--- config.mk ---
export PLATFORM = sky130hd
export DESIGN_NAME = ifetch_queue
export DESIGN_NICKNAME = d
export VERILOG_FILES = /design/src/rtl/ifetch_pkg.sv /design/src/rtl/sync_fifo.sv /design/src/rtl/ifetch_queue.sv
export SDC_FILE = /design/constraint.sdc
export NUM_CORES = 1
export LEC_CHECK = 0
export ABC_AREA = 1
export CAP_MARGIN = 40
export CELL_PAD_IN_SITES_DETAIL_PLACEMENT = 1
export CELL_PAD_IN_SITES_GLOBAL_PLACEMENT = 2
export CORE_MARGIN = 3
export CORE_UTILIZATION = 39
export DETAILED_ROUTE_END_ITERATION = 8
export MAX_ROUTING_LAYER = met4
export PLACE_DENSITY = 0.78
export SLEW_MARGIN = 10
export SYNTH_ARGS = -nofsm -noshare
export SYNTH_HDL_FRONTEND = slang
export SYNTH_SLANG_ARGS = --single-unit
--- constraint.sdc ---
create_clock -name clk -period 6.18 [get_ports clk]
set_input_delay 1.236 -clock clk [delete_from_list [all_inputs] [get_ports clk]]
set_output_delay 1.236 -clock clk [all_outputs]
set_load 0.02 [all_outputs]
--- src/rtl/ifetch_pkg.sv ---
// Shared types and constants for the instruction fetch queue.
package ifetch_pkg;

    localparam int XLEN = 32;
    localparam logic [XLEN-1:0] NOP_INSN = 32'h0000_0013;

    typedef struct packed {
        logic [XLEN-1:0] pc;
        logic [XLEN-1:0] instr;
        logic            misalign;
    } fetch_entry_t;

    function automatic logic [XLEN-1:0] word_align(input logic [XLEN-1:0] addr);
        return {addr[XLEN-1:2], 2'b00};
    endfunction

endpackage

--- src/rtl/sync_fifo.sv ---
// Single-clock FIFO with first-word fall-through read port and a synchronous clear.
module sync_fifo #(
    parameter int WIDTH = 32,
    parameter int DEPTH = 4
) (
    input  logic                     clk,
    input  logic                     rst,
    input  logic                     clear,
    input  logic                     push,
    input  logic [WIDTH-1:0]         push_data,
    input  logic                     pop,
    output logic [WIDTH-1:0]         pop_data,
    output logic [$clog2(DEPTH):0]   count,
    output logic                     empty,
    output logic                     full
);

    localparam int AW = $clog2(DEPTH);

    logic [AW-1:0]    wr_ptr;
    logic [AW-1:0]    rd_ptr;
    logic [WIDTH-1:0] mem [DEPTH];
    logic             do_push;
    logic             do_pop;

    assign empty    = (count == '0);
    assign full     = (count == (AW+1)'(DEPTH));
    assign do_push  = push && !full;
    assign do_pop   = pop && !empty;
    assign pop_data = mem[rd_ptr];

    // NOTE: sequential state uses non-blocking assignments so every flop samples pre-edge values.
    always_ff @(posedge clk) begin
        if (rst || clear) begin
            wr_ptr <= '0;
            rd_ptr <= '0;
            count  <= '0;
        end else begin
            if (do_push) wr_ptr <= wr_ptr + 1'b1;
            if (do_pop)  rd_ptr <= rd_ptr + 1'b1;
            unique case ({do_push, do_pop})
                2'b10:   count <= count + (AW+1)'(1);
                2'b01:   count <= count - (AW+1)'(1);
                default: count <= count;
            endcase
        end
    end

    // NOTE: storage is not reset; validity comes solely from the reset pointers and count.
    always_ff @(posedge clk) begin
        if (do_push && !clear) mem[wr_ptr] <= push_data;
    end

endmodule

--- src/rtl/ifetch_queue.sv ---
// Fetch stage: issues in-order imem requests from the PC and queues {pc, instr} for decode.
// Optional macro IFETCH_ALIGN_CHECK_EN turns misaligned PCs into flagged NOP entries.
module ifetch_queue
    import ifetch_pkg::*;
#(
    parameter int DEPTH           = 4,
    parameter int MAX_OUTSTANDING = 2
) (
    input  logic            clk,
    input  logic            rst,
    input  logic [XLEN-1:0] pc_i,
    input  logic            redirect_i,
    output logic            pc_stall_o,
    output logic            imem_req_o,
    output logic [XLEN-1:0] imem_addr_o,
    input  logic            imem_ready_i,
    input  logic            imem_rvalid_i,
    input  logic [XLEN-1:0] imem_rdata_i,
    output logic            instr_valid_o,
    output logic [XLEN-1:0] instr_o,
    output logic [XLEN-1:0] instr_pc_o,
`ifdef IFETCH_ALIGN_CHECK_EN
    output logic            instr_misalign_o,
`endif
    input  logic            instr_ready_i
);

    localparam int CW = $clog2(DEPTH) + 1;

    logic [CW-1:0]   outstanding;
    logic [CW-1:0]   drop;
    logic [CW-1:0]   q_count;
    logic [CW:0]     inflight_sum;
    logic            q_empty, q_full, q_push, q_pop;
    fetch_entry_t    q_entry, q_head;
    logic [XLEN-1:0] tag_head;
    logic [CW-1:0]   tag_count;
    logic            tag_empty, tag_full;
    logic            credit_ok, misalign, direct_push, accept;
    logic            resp, resp_keep;

`ifdef IFETCH_ALIGN_CHECK_EN
    assign misalign = (pc_i[1:0] != 2'b00);
`else
    assign misalign = 1'b0;
`endif

    // Credit uses registered occupancy only: a pop this cycle frees space next cycle.
    assign inflight_sum = {1'b0, q_count} + {1'b0, outstanding};
    assign credit_ok    = (outstanding < CW'(MAX_OUTSTANDING))
                       && (inflight_sum < (CW+1)'(DEPTH));

    assign imem_req_o  = !rst && !redirect_i && credit_ok && !misalign;
    assign imem_addr_o = word_align(pc_i);
    assign accept      = imem_req_o && imem_ready_i;
    // A misaligned entry bypasses memory, so it waits for in-flight words to keep order.
    assign direct_push = !rst && !redirect_i && credit_ok && misalign && (outstanding == '0);
    assign pc_stall_o  = !rst && !accept && !direct_push && !redirect_i;

    assign resp      = imem_rvalid_i && (outstanding != '0);
    assign resp_keep = resp && (drop == '0) && !redirect_i;
    assign q_push    = resp_keep || direct_push;
    assign q_pop     = instr_valid_o && instr_ready_i && !redirect_i;

    // NOTE: every always_comb output gets a default first so no latch is inferred.
    always_comb begin
        q_entry = '0;
        if (direct_push) begin
            q_entry.pc       = pc_i;
            q_entry.instr    = NOP_INSN;
            q_entry.misalign = 1'b1;
        end else begin
            q_entry.pc    = tag_head;
            q_entry.instr = imem_rdata_i;
        end
    end

    sync_fifo #(.WIDTH($bits(fetch_entry_t)), .DEPTH(DEPTH)) u_instr_q (
        .clk       (clk),
        .rst       (rst),
        .clear     (redirect_i),
        .push      (q_push),
        .push_data (q_entry),
        .pop       (q_pop),
        .pop_data  (q_head),
        .count     (q_count),
        .empty     (q_empty),
        .full      (q_full)
    );

    // Tags survive a redirect so they stay paired with the responses being dropped.
    sync_fifo #(.WIDTH(XLEN), .DEPTH(DEPTH)) u_tag_q (
        .clk       (clk),
        .rst       (rst),
        .clear     (1'b0),
        .push      (accept),
        .push_data (pc_i),
        .pop       (resp),
        .pop_data  (tag_head),
        .count     (tag_count),
        .empty     (tag_empty),
        .full      (tag_full)
    );

    always_ff @(posedge clk) begin
        if (rst) begin
            outstanding <= '0;
            drop        <= '0;
        end else begin
            unique case ({accept, resp})
                2'b10:   outstanding <= outstanding + 1'b1;
                2'b01:   outstanding <= outstanding - 1'b1;
                default: outstanding <= outstanding;
            endcase
            if (redirect_i)
                drop <= resp ? outstanding - 1'b1 : outstanding;
            else if (resp && (drop != '0))
                drop <= drop - 1'b1;
        end
    end

    assign instr_valid_o = !rst && !q_empty;
    assign instr_o       = instr_valid_o ? q_head.instr : '0;
    assign instr_pc_o    = instr_valid_o ? q_head.pc    : '0;
`ifdef IFETCH_ALIGN_CHECK_EN
    assign instr_misalign_o = instr_valid_o && q_head.misalign;
`endif

    logic unused_ok;
    assign unused_ok = ^{tag_count, tag_full, tag_empty, q_head.misalign};

    always_ff @(posedge clk) begin
        if (!rst) begin
            assert (!(q_push && q_full));
            assert (!(imem_rvalid_i && (outstanding == '0)));
        end
    end

endmodule

==> reports/summary.json, run 1 <==
{
  "ys_warn_count": {"value": 0},
  "synth_area": {"value": 16300, "unit": "um^2"},
  "timing_hold_violations_final": {"value": 0},
  "fin_tns_setup": {"value": 0, "unit": "ps"},
  "drt_first_pass_iters": {"value": 5},
  "synth_top_family_by_area": {"value": "compound AO/OA/AOI/OAI gates"},
  "drive_gt1_frac": {"value": 0.0684},
  "yosys-top-cells-count": {"value": "sky130_fd_sc_hd__edfxtp_1, sky130_fd_sc_hd__nor2_1, sky130_fd_sc_hd__o21ai_0"},
  "maximum_capacitance_violations": {"value": 0},
  "drc": {"value": 0},
  "grt_start_max_net_pins": {"value": 67},
  "library_cells_used_by_synthesis": {"value": 31},
  "reg2reg_depth": {"value": 11},
  "cts.clk_slew.worst_paths": {"value": 60, "unit": "ps"},
  "hold_path_class": {"value": "reg -> reg"},
  "global_route_overflow": {"value": 0},
  "multi_input_comb_area": {"value": 3560, "unit": "um^2"},
  "grt.total_usage": {"value": 0.183},
  "postRouteAntennaNets": {"value": 0},
  "number_of_buffers_inserted_to_repair_setup_after_cts": {"value": 0},
  "route.detailed.vias_per_inst": {"value": 5.05},
  "vias": {"value": 10073},
  "ir_worst_vdd": {"value": 0.000264, "unit": "V"},
  "slew_viol_final": {"value": 0},
  "drt_iter0_markers": {"value": 632},
  "critical_path.endpoint_type": {"value": "output pin"},
  "first_global_vias": {"value": 10521},
  "finalSetupViolCount": {"value": 0},
  "finalWeightedCongestion": {"value": 0.792},
  "floorplan.initialDensity": {"value": 0.397},
  "critPathSlowestCell": {"value": "sky130_fd_sc_hd__clkdlybuf4s50_1"},
  "post_drt_wl_per_cell": {"value": 19.9, "unit": "um"},
  "clock_tree_from_tritoncts": {"value": "done"},
  "post-route-min-period": {"value": 4880, "unit": "ps"},
  "die_h": {"value": 210, "unit": "um"},
  "design.core.area": {"value": 41100, "unit": "um^2"},
  "dp.final_hpwl": {"value": 24600, "unit": "um"},
  "synth-compound-area-share": {"value": 0.102},
  "crit_start_category": {"value": "input pin"},
  "worst-slew-pin-transition": {"value": 808, "unit": "ps"},
  "grt_setup_unrepaired": {"value": "no"},
  "areaGrowthSynthToFinish": {"value": 21.1, "unit": "%"},
  "cp_common_cell": {"value": "sky130_fd_sc_hd__clkdlybuf4s50_1"},
  "ff_latch_area": {"value": 12000, "unit": "um^2"},
  "post_synth_fa_ha_maj_area_fraction": {"value": 0.0163},
  "cts_num_sinks": {"value": 408},
  "max_freq": {"value": 0.205, "unit": "GHz"},
  "clock_tree.buffer_depth": {"value": 3},
  "nFillCells": {"value": 4276},
  "timing.critical_path.fanout_max": {"value": 65},
  "worst_hold_path.num_cells": {"value": 1},
  "cpPeakStageDelay": {"value": 650, "unit": "ps"},
  "most_common_flop_cell_mapped_by_yosys": {"value": "sky130_fd_sc_hd__edfxtp_1"},
  "cts.repair.resized": {"value": 0},
  "critical_path.n_buffers_inverters": {"value": 3},
  "synth.area.top_cells": {"value": "sky130_fd_sc_hd__edfxtp_1, sky130_fd_sc_hd__nor2_1, sky130_fd_sc_hd__o21ai_0, sky130_fd_sc_hd__dfxtp_1, sky130_fd_sc_hd__a21oi_1"},
  "synth-edff-count": {"value": 384},
  "synth_register_bits": {"value": 408},
  "clock_insertion_delay_worst_skew": {"value": 550, "unit": "ps"},
  "ctsHoldBuffers": {"value": 0},
  "yosysMostFrequentCell": {"value": "sky130_fd_sc_hd__edfxtp_1"},
  "die_w": {"value": 210, "unit": "um"},
  "top_area_cell_type_share_of_the_netlist_area": {"value": 0.707},
  "synth_async_sr_flop_share": {"value": 0},
  "synth_largest_area_cell": {"value": "sky130_fd_sc_hd__edfxtp_1"},
  "die_area": {"value": 44300, "unit": "um^2"},
  "multiplexer_share_of_the_synthesized_area": {"value": 0},
  "yosys.area_share.simple": {"value": 0.0924},
  "io_buffer_count": {"value": 166},
  "synth_area_per_cell": {"value": 12.6, "unit": "um^2"},
  "skew": {"value": 13.7, "unit": "ps"},
  "worst_hold_startpoint": {"value": "u_tag_q.count[0]"},
  "path_cells": {"value": "clkdlybuf4s50_1, inv_1, nand2_4, a21oi_1, clkdlybuf4s50_1"},
  "critPathArrivalTime": {"value": 3640, "unit": "ps"},
  "setup.worst_path.class": {"value": "in -> out"},
  "total_power": {"value": 6.38, "unit": "mW"},
  "power-per-cell-area": {"value": 323, "unit": "nW/um^2"},
  "finalNetCount": {"value": 1519},
  "max-slew-margin-rel": {"value": 0.461},
  "post-route-period-util": {"value": 0.789},
  "route.final.wire_length": {"value": 39600, "unit": "um"},
  "run_status": {"value": "finished, final reports clean"},
  "synthCells": {"value": 1294},
  "clockRootBuffer": {"value": "sky130_fd_sc_hd__clkbuf_16"},
  "antenna_found_initial": {"value": 1},
  "critPathRequiredTime": {"value": 4940, "unit": "ps"},
  "row_count": {"value": 74},
  "critical_path.reg2reg.startpoint": {"value": "outstanding[1]"},
  "cts_buffers": {"value": 43},
  "crit_cells": {"value": 5},
  "io_pins": {"value": 169},
  "ys_seq_area_frac": {"value": 0.736},
  "synth-xor-area-share": {"value": 0.00269},
  "clock_h_tree_levels": {"value": 2},
  "power.leakage": {"value": 6.64, "unit": "nW"},
  "timing.critical_path.from": {"value": "rst"},
  "grt_pass1_wl": {"value": 60800, "unit": "um"},
  "cell_family_with_the_largest_share_of_critical_path_delay": {"value": "buffers and inverters"}
}
==> sequential cells by signal, indices dropped and copies added (netlist names), named ones only <==
signal	cells
u_instr_q.rd_ptr	2
outstanding	3
u_instr_q.mem	256
u_tag_q.count	3
drop	3
u_tag_q.rd_ptr	2
u_tag_q.mem	128
u_instr_q.count	3
u_instr_q.wr_ptr	2
u_tag_q.wr_ptr	2
==> stage by stage <==
step	utilization	cell area (um^2)	hold WS, ps	cells	setup WS [ps]
final	0.480	19700	457	1994	1300
after global routing	0.480	19700	487	1994	1080
after CTS	0.480	19700	459	1993	1240
after detailed placement	0.447	18400	451	1916	1260
after global placement	0.444	18300	440	1911	1370
after floorplan	-	16300	422	1295	1190
==> final timing paths <==
check	to	slack, ps
max	instr_pc_o[27]	1300
min	u_tag_q.count[0]	460
max reg2reg	u_instr_q.mem[1][48]	2900
min reg2reg	u_tag_q.count[0]	460
==> logic make-up after synthesis <==
| family | Yosys count |
|---|---|
| fa+ha+maj | 20 |
| compound gates | 324 |
| xor+xnor | 5 |
| other cells | 1 |
| flops | 408 |
| buf+inv | 149 |
| simple gates | 387 |
==> routing by layer <==
metal | up-vias | share of wire | track usage
met1 | 4996 | 0.45 | 0.233
met4 | 0 | 0.017 | 0.0430
met3 | 45 | 0.040 | 0.0318
met5 | - | 0 | -
met2 | 208 | 0.50 | 0.310
li1 | 4824 | - | -
==> final cells by class <==
type                            count  share of cell area
Clock inverter                     26              0.0125
Multi-Input combinational cell    738               0.180
Antenna cell                        1            0.000127
Timing Repair Buffer              189              0.0992
Tap cell                          532              0.0337
Clock buffer                       51              0.0560
Inverter                           49             0.00938
Sequential cell                   408               0.609
==> power by group <==
group          switching (mW)  internal (mW)  total (mW)
Sequential             0.0391           3.18        3.22
Combinational           0.444          0.221       0.665
Clock                    1.01           1.48        2.49
Total                    1.50           4.89        6.38
==> placed cells by master, fill, tap and decap left out, types with 2 or more instances in the layout <==
cell                              Yosys  layout
sky130_fd_sc_hd__edfxtp_1           384     384
sky130_fd_sc_hd__nor2_1             349     341
sky130_fd_sc_hd__o21ai_0            203     203
sky130_fd_sc_hd__clkdlybuf4s50_1      0     166
sky130_fd_sc_hd__a21oi_1             81      81
sky130_fd_sc_hd__inv_1               44      44
sky130_fd_sc_hd__clkbuf_16            0      43
sky130_fd_sc_hd__o22ai_1             32      32
sky130_fd_sc_hd__nand2_1             24      23
sky130_fd_sc_hd__dfxtp_1             24      21
sky130_fd_sc_hd__ha_1                18      18
sky130_fd_sc_hd__buf_4               37      16
sky130_fd_sc_hd__clkinv_1             1      14
sky130_fd_sc_hd__nor2_4               1       9
sky130_fd_sc_hd__clkbuf_1            27       8
sky130_fd_sc_hd__nand3_1              7       7
sky130_fd_sc_hd__clkinv_2             0       7
sky130_fd_sc_hd__o21ai_1              6       6
sky130_fd_sc_hd__bufinv_16            0       5
sky130_fd_sc_hd__buf_16               0       5
sky130_fd_sc_hd__xor2_1               4       4
sky130_fd_sc_hd__inv_2                4       3
sky130_fd_sc_hd__nand2_4              1       2
sky130_fd_sc_hd__fa_1                 2       2
sky130_fd_sc_hd__dfxtp_4              0       2
sky130_fd_sc_hd__conb_1               1       2
sky130_fd_sc_hd__buf_12               0       2
Note: power is estimated with default switching activity, not from simulation.
==> run 2, diff against run 1 <==
Clock period 6.18 ns to 4.8 ns, I/O delays scaled along.
==> reports/summary.json, run 2 (synthesis gave the netlist of run 1 again) <==
{
  "worstSetupEndpoint": {"value": "instr_pc_o[17]", "change": "was instr_pc_o[27]"},
  "layout.cells.most_common": {"value": "sky130_fd_sc_hd__edfxtp_1", "change": "unchanged"},
  "ctsHoldBuffers": {"value": 0, "change": "unchanged"},
  "slew_viol_final": {"value": 0, "change": "unchanged"},
  "finalWeightedCongestion": {"value": 0.729, "change": "was 0.792"},
  "grt.total_usage": {"value": 0.183, "change": "about the same"},
  "critPathArrivalTime": {"value": 3600, "unit": "ps", "change": "was 3640 ps"},
  "registers.top_by_ff_count": {"value": "u_instr_q.mem", "change": "unchanged"},
  "vias": {"value": 10153, "change": "was 10,073"},
  "post-route-min-period": {"value": 4560, "unit": "ps"},
  "r2r_end": {"value": "u_instr_q.count[2]", "change": "was u_instr_q.mem[1][48]"},
  "drt_iter0_markers": {"value": 569, "change": "was 632"},
  "design.core.area": {"value": 41100, "unit": "um^2", "change": "unchanged"},
  "post_layout_nonfiller_instances": {"value": 1996, "change": "was 1,994"},
  "io_buffer_count": {"value": 166, "change": "unchanged"},
  "dp.final_hpwl": {"value": 23100, "unit": "um", "change": "was 24,600 um"},
  "cts_buffers": {"value": 43, "change": "unchanged"},
  "clock_tree.buffer_depth": {"value": 3, "change": "unchanged"},
  "post_drt_wl_per_cell": {"value": 19.8, "unit": "um", "change": "was 19.9 um"},
  "die_w": {"value": 210, "unit": "um", "change": "unchanged"},
  "skew": {"value": 13.2, "unit": "ps", "change": "was 13.7 ps"},
  "crit_start_category": {"value": "flip-flop", "change": "was input pin"},
  "post-route-period-util": {"value": 0.949},
  "maximum_capacitance_violations": {"value": 0, "change": "unchanged"},
  "setup.worst_path.class": {"value": "reg -> out", "change": "was in -> out"},
  "run_status": {"value": "finished, final reports clean", "change": "unchanged"},
  "route.final.wire_length": {"value": 39500, "unit": "um", "change": "was 39,600 um"},
  "floorplan.initialDensity": {"value": 0.397, "change": "unchanged"},
  "global_route_overflow": {"value": 0, "change": "unchanged"},
  "cts.clk_slew.worst_paths": {"value": 60, "unit": "ps", "change": "about the same"},
  "worst-slew-pin-transition": {"value": 811, "unit": "ps", "change": "was 808 ps"},
  "max_ffs_per_register": {"value": 256, "change": "unchanged"},
  "max-slew-margin-rel": {"value": 0.460, "change": "was 0.461"},
  "critical_path.endpoint_type": {"value": "output pin", "change": "unchanged"},
  "io_pins": {"value": 169, "change": "unchanged"},
  "reg_top3": {"value": "u_instr_q.mem x256, u_tag_q.mem x128", "change": "unchanged"},
  "grt_start_max_net_pins": {"value": 66, "change": "was 67"},
  "hold_path_class": {"value": "reg -> reg", "change": "unchanged"},
  "drc": {"value": 0, "change": "unchanged"},
  "drt_first_pass_iters": {"value": 5, "change": "unchanged"},
  "clockRootBuffer": {"value": "sky130_fd_sc_hd__clkbuf_16", "change": "unchanged"},
  "areaGrowthSynthToFinish": {"value": 21.0, "unit": "%", "change": "was 21.1%"},
  "drive_gt1_frac": {"value": 0.0725, "change": "was 0.0684"},
  "first_global_vias": {"value": 10724, "change": "was 10,521"},
  "critical_path.reg2reg.startpoint": {"value": "outstanding[0]", "change": "was outstanding[1]"},
  "layout.cells.most_common_list": {"value": "sky130_fd_sc_hd__edfxtp_1, sky130_fd_sc_hd__nor2_1, sky130_fd_sc_hd__o21ai_0, sky130_fd_sc_hd__clkdlybuf4s50_1, sky130_fd_sc_hd__a21oi_1", "change": "unchanged"},
  "critPathRequiredTime": {"value": 3840, "unit": "ps", "change": "was 4940 ps"},
  "finalNetCount": {"value": 1520, "change": "was 1,519"},
  "die_h": {"value": 210, "unit": "um", "change": "unchanged"},
  "fin_tns_setup": {"value": 0, "unit": "ps", "change": "unchanged"},
  "ir_worst_vdd": {"value": 0.000331, "unit": "V", "change": "was 0.000264 V"},
  "route.detailed.vias_per_inst": {"value": 5.09, "change": "was 5.05"},
  "reg2reg_depth": {"value": 16, "change": "was 11"},
  "cts.repair.resized": {"value": 0, "change": "unchanged"},
  "row_count": {"value": 74, "change": "unchanged"},
  "antenna_found_initial": {"value": 1, "change": "unchanged"},
  "grt_pass1_wl": {"value": 60900, "unit": "um", "change": "was 60,800 um"},
  "timing.critical_path.fanout_max": {"value": 52, "change": "was 65"},
  "clock_tree_from_tritoncts": {"value": "done", "change": "unchanged"},
  "finalSetupViolCount": {"value": 0, "change": "unchanged"},
  "clock_insertion_delay_worst_skew": {"value": 560, "unit": "ps", "change": "was 550 ps"},
  "die_area": {"value": 44300, "unit": "um^2", "change": "unchanged"},
  "postRouteAntennaNets": {"value": 0, "change": "unchanged"},
  "timing_hold_violations_final": {"value": 0, "change": "unchanged"},
  "max_freq": {"value": 0.219, "unit": "GHz"},
  "setup.reg_to_reg.worst_slack": {"value": 1650, "unit": "ps", "change": "was 2900 ps"},
  "total_power": {"value": 8.22, "unit": "mW", "change": "was 6.38 mW"},
  "power-per-cell-area": {"value": 416, "unit": "nW/um^2", "change": "was 323 nW/um^2"},
  "grt_setup_unrepaired": {"value": "no", "change": "unchanged"},
  "power.leakage": {"value": 6.65, "unit": "nW", "change": "was 6.64 nW"},
  "nFillCells": {"value": 4244, "change": "was 4,276"},
  "number_of_buffers_inserted_to_repair_setup_after_cts": {"value": 0, "change": "unchanged"},
  "numPlacedInstances": {"value": 1917, "change": "was 1,916"},
  "clock_h_tree_levels": {"value": 2, "change": "unchanged"},
  "final_core_util": {"value": 0.480, "change": "about the same"},
  "cts_num_sinks": {"value": 408, "change": "unchanged"}
}
run 2: per-stage QoR:
step	instance area, um^2	hold slack (ps)	worst slack [ps]
floorplan	16300	422	86.9
global placement	18300	440	710
detailed placement	18400	454	675
CTS	19700	468	193
global route	19700	484	3.22
finish	19700	469	243
run 2: worst max-delay path: stages (launching register included):
cell and delay (ps):
sky130_fd_sc_hd__dfxtp_4 590, sky130_fd_sc_hd__buf_4 530, sky130_fd_sc_hd__buf_4 580, sky130_fd_sc_hd__nor2_1 110, sky130_fd_sc_hd__nor2_1 110, sky130_fd_sc_hd__o21ai_0 90
sky130_fd_sc_hd__a21oi_1 300, sky130_fd_sc_hd__clkdlybuf4s50_1 670
run 2: worst min-delay path by stage:
stage | startpoint | end | slack, ps | cells past startpoint
floorplan | u_tag_q.count[0] | u_tag_q.count[0] | 420 | 1
global placement | u_tag_q.count[0] | u_tag_q.count[0] | 440 | 1
detailed placement | u_tag_q.count[0] | u_tag_q.count[0] | 450 | 1
CTS | u_tag_q.count[0] | u_tag_q.count[0] | 470 | 1
global route | u_tag_q.count[0] | u_tag_q.count[0] | 480 | 1
finish | u_tag_q.rd_ptr[1] | u_tag_q.rd_ptr[1] | 470 | 2
run 2: power by group:
part | internal (mW) | switching, mW | total, mW
Sequential | 4.10 | 0.0511 | 4.15
Combinational | 0.279 | 0.563 | 0.842
Clock | 1.90 | 1.32 | 3.22
Total | 6.28 | 1.94 | 8.22
run 2: final cells by class:
cell class	instances	area [um^2]	area share
inverter	49	185	0.00938
clock inverter	24	231	0.0117
tap	532	666	0.0337
clock buffer	54	1140	0.0577
timing repair buffer	190	1940	0.0981
antenna	1	2.50	0.000127
multi-input combinational	738	3560	0.180
sequential	408	12000	0.609
run 2: layer usage:
layer	track usage	vias up	share of wire
li1	-	4826	-
met1	0.237	5069	0.45
met2	0.302	214	0.49
met3	0.0286	44	0.040
met4	0.0543	0	0.019
met5	-	-	0
==> run 3, diff against run 2 <==
Settings changed: GPL_TIMING_DRIVEN from default to 0.
==> reports/summary.json, run 3 (synthesis gave the netlist of run 1 again) <==
{
  "run_status": {"value": "finished, final reports clean", "change": "unchanged"},
  "max-slew-margin-rel": {"value": 0.432, "change": "was 0.460"},
  "clock_tree_from_tritoncts": {"value": "done", "change": "unchanged"},
  "cp_common_cell": {"value": "sky130_fd_sc_hd__clkdlybuf4s50_1"},
  "slew_viol_final": {"value": 0, "change": "unchanged"},
  "final_core_util": {"value": 0.500, "change": "was 0.480"},
  "path_cells": {"value": "clkdlybuf4s50_1, inv_1, nand2_1, buf_4, buf_2, a21oi_1, clkdlybuf4s50_1", "change": "was buf_4, buf_4, nor2_1, nor2_1, o21ai_0, a21oi_1, clkdlybuf4s50_1"},
  "post_drt_wl_per_cell": {"value": 20.2, "unit": "um", "change": "was 19.8 um"},
  "layout_setup_ws": {"value": 687, "unit": "ps", "change": "was 243 ps"},
  "global_route_overflow": {"value": 0, "change": "unchanged"},
  "max_ffs_per_register": {"value": 256, "change": "unchanged"},
  "critical_path.endpoint_type": {"value": "output pin", "change": "unchanged"},
  "io_buffer_count": {"value": 166, "change": "unchanged"},
  "registers.top_by_ff_count": {"value": "u_instr_q.mem", "change": "unchanged"},
  "layout.cells.most_common": {"value": "sky130_fd_sc_hd__edfxtp_1", "change": "unchanged"},
  "cts_num_sinks": {"value": 408, "change": "unchanged"},
  "die_w": {"value": 210, "unit": "um", "change": "unchanged"},
  "drc": {"value": 0, "change": "unchanged"},
  "grt.total_usage": {"value": 0.194, "change": "was 0.183"},
  "areaGrowthSynthToFinish": {"value": 26.0, "unit": "%", "change": "was 21.0%"},
  "finish.instance_area": {"value": 20500, "unit": "um^2", "change": "was 19,700 um^2"},
  "ctsHoldBuffers": {"value": 0, "change": "unchanged"},
  "postRouteAntennaNets": {"value": 0, "change": "unchanged"},
  "grt_setup_unrepaired": {"value": "no", "change": "unchanged"},
  "ir_worst_vdd": {"value": 0.000226, "unit": "V", "change": "was 0.000331 V"},
  "die_area": {"value": 44300, "unit": "um^2", "change": "unchanged"},
  "number_of_buffers_inserted_to_repair_setup_after_cts": {"value": 0, "change": "unchanged"},
  "max_freq": {"value": 0.243, "unit": "GHz", "change": "was 0.219 GHz"},
  "power.leakage": {"value": 7.04, "unit": "nW", "change": "was 6.65 nW"},
  "io_pins": {"value": 169, "change": "unchanged"},
  "timing_hold_violations_final": {"value": 0, "change": "unchanged"},
  "cpPeakStageDelay": {"value": 670, "unit": "ps", "change": "about the same"},
  "fin_tns_setup": {"value": 0, "unit": "ps", "change": "unchanged"},
  "route.final.wire_length": {"value": 42200, "unit": "um", "change": "was 39,500 um"},
  "layout.cells.most_common_list": {"value": "sky130_fd_sc_hd__edfxtp_1, sky130_fd_sc_hd__nor2_1, sky130_fd_sc_hd__o21ai_0, sky130_fd_sc_hd__clkdlybuf4s50_1, sky130_fd_sc_hd__a21oi_1", "change": "unchanged"},
  "timing.critical_path.fanout_max": {"value": 10, "change": "was 52"},
  "cts.repair.resized": {"value": 0, "change": "unchanged"},
  "post-route-period-util": {"value": 0.857, "change": "was 0.949"},
  "cts.clk_slew.worst_paths": {"value": 50, "unit": "ps", "change": "was 60 ps"},
  "numPlacedInstances": {"value": 2008, "change": "was 1,917"},
  "clock_h_tree_levels": {"value": 2, "change": "unchanged"},
  "clock_tree.buffer_depth": {"value": 3, "change": "unchanged"},
  "post_layout_nonfiller_instances": {"value": 2088, "change": "was 1,996"},
  "antenna_found_initial": {"value": 0, "change": "was 1"},
  "cts_buffers": {"value": 44, "change": "was 43"},
  "design.core.area": {"value": 41100, "unit": "um^2", "change": "unchanged"},
  "critPathArrivalTime": {"value": 3150, "unit": "ps", "change": "was 3600 ps"},
  "finalSetupViolCount": {"value": 0, "change": "unchanged"},
  "post-route-min-period": {"value": 4110, "unit": "ps", "change": "was 4560 ps"},
  "critPathRequiredTime": {"value": 3840, "unit": "ps", "change": "about the same"},
  "skew": {"value": 18.8, "unit": "ps", "change": "was 13.2 ps"},
  "finalNetCount": {"value": 1612, "change": "was 1,520"},
  "clockRootBuffer": {"value": "sky130_fd_sc_hd__clkbuf_16", "change": "unchanged"},
  "drt_first_pass_iters": {"value": 5, "change": "unchanged"},
  "maximum_capacitance_violations": {"value": 0, "change": "unchanged"},
  "dp.final_hpwl": {"value": 27600, "unit": "um", "change": "was 23,100 um"},
  "critPathSlowestCell": {"value": "sky130_fd_sc_hd__clkdlybuf4s50_1", "change": "unchanged"},
  "drt_iter0_markers": {"value": 623, "change": "was 569"},
  "total_power": {"value": 8.48, "unit": "mW", "change": "was 8.22 mW"},
  "crit_start_category": {"value": "input pin", "change": "was flip-flop"},
  "placement.cell_area": {"value": 19100, "unit": "um^2", "change": "was 18,400 um^2"},
  "drive_gt1_frac": {"value": 0.107, "change": "was 0.0725"},
  "antenna_cells_inserted": {"value": 0, "change": "was 1"},
  "worst-slew-pin-transition": {"value": 849, "unit": "ps", "change": "was 811 ps"},
  "fin_worst_hold_slack": {"value": 447, "unit": "ps", "change": "was 469 ps"},
  "first_global_vias": {"value": 11035, "change": "was 10,724"},
  "finalWeightedCongestion": {"value": 0.731, "change": "was 0.729"},
  "power-per-cell-area": {"value": 413, "unit": "nW/um^2", "change": "was 416 nW/um^2"},
  "grt_pass1_wl": {"value": 64300, "unit": "um", "change": "was 60,900 um"},
  "row_count": {"value": 74, "change": "unchanged"},
  "dpl_worst_slack": {"value": 642, "unit": "ps", "change": "was 675 ps"},
  "vias": {"value": 10645, "change": "was 10,153"},
  "die_h": {"value": 210, "unit": "um", "change": "unchanged"},
  "setup.worst_path.class": {"value": "in -> out", "change": "was reg -> out"},
  "clock_insertion_delay_worst_skew": {"value": 540, "unit": "ps", "change": "was 560 ps"},
  "route.detailed.vias_per_inst": {"value": 5.10, "change": "was 5.09"},
  "grt_start_max_net_pins": {"value": 25, "change": "was 66"},
  "reg_top3": {"value": "u_instr_q.mem x256, u_tag_q.mem x128", "change": "unchanged"},
  "hold_path_class": {"value": "reg -> reg", "change": "unchanged"},
  "floorplan.initialDensity": {"value": 0.397, "change": "unchanged"}
}
run 3: cell types whose count changed in the layout (fill, tap and decap cells not counted), sizes merged:
| cell | before | now |
|---|---|---|
| buf | 24 | 88 |
| inv | 48 | 51 |
| bufinv | 4 | 5 |
| diode | 1 | 0 |
| clkinv | 19 | 12 |
| clkbuf | 54 | 86 |
run 3: worst paths after layout:
path,startpoint,endpoint,slack (ps),depth (start not counted)
max reg2reg,outstanding[1],u_instr_q.mem[3][59],1420,13
min,u_tag_q.count[0],u_tag_q.count[0],450,1
min reg2reg,u_tag_q.count[0],u_tag_q.count[0],450,1
max,rst,instr_pc_o[20],690,7
run 3: final cells by class:
type | instances | area, um^2
timing repair buffer | 181 | 2030
tap | 532 | 666
inverter | 49 | 184
multi-input combinational | 738 | 3550
fill | 4250 | 20600
clock buffer | 59 | 1230
buffer | 100 | 627
clock inverter | 21 | 248
sequential | 408 | 12000
run 3: power breakdown:
| part | switching (mW) | internal (mW) |
|---|---|---|
| combinational | 0.593 | 0.314 |
| clock | 1.35 | 2.07 |
| sequential | 0.0509 | 4.10 |
| total | 1.99 | 6.49 |
run 3: routing by layer:
metal,global-route usage,vias up,wire length [um]
met2,0.329,253,21000
met5,-,-,0
met4,0.0460,0,886
met1,0.251,5324,18700
met3,0.0241,52,1560
li1,-,5016,-
run 3: worst max-delay path, delay by kind of cell:
family,cells,cell delay [ps]
AOI/OAI and AO/OA,1,310
buffers and inverters,5,1760
and+or+nand+nor,1,110
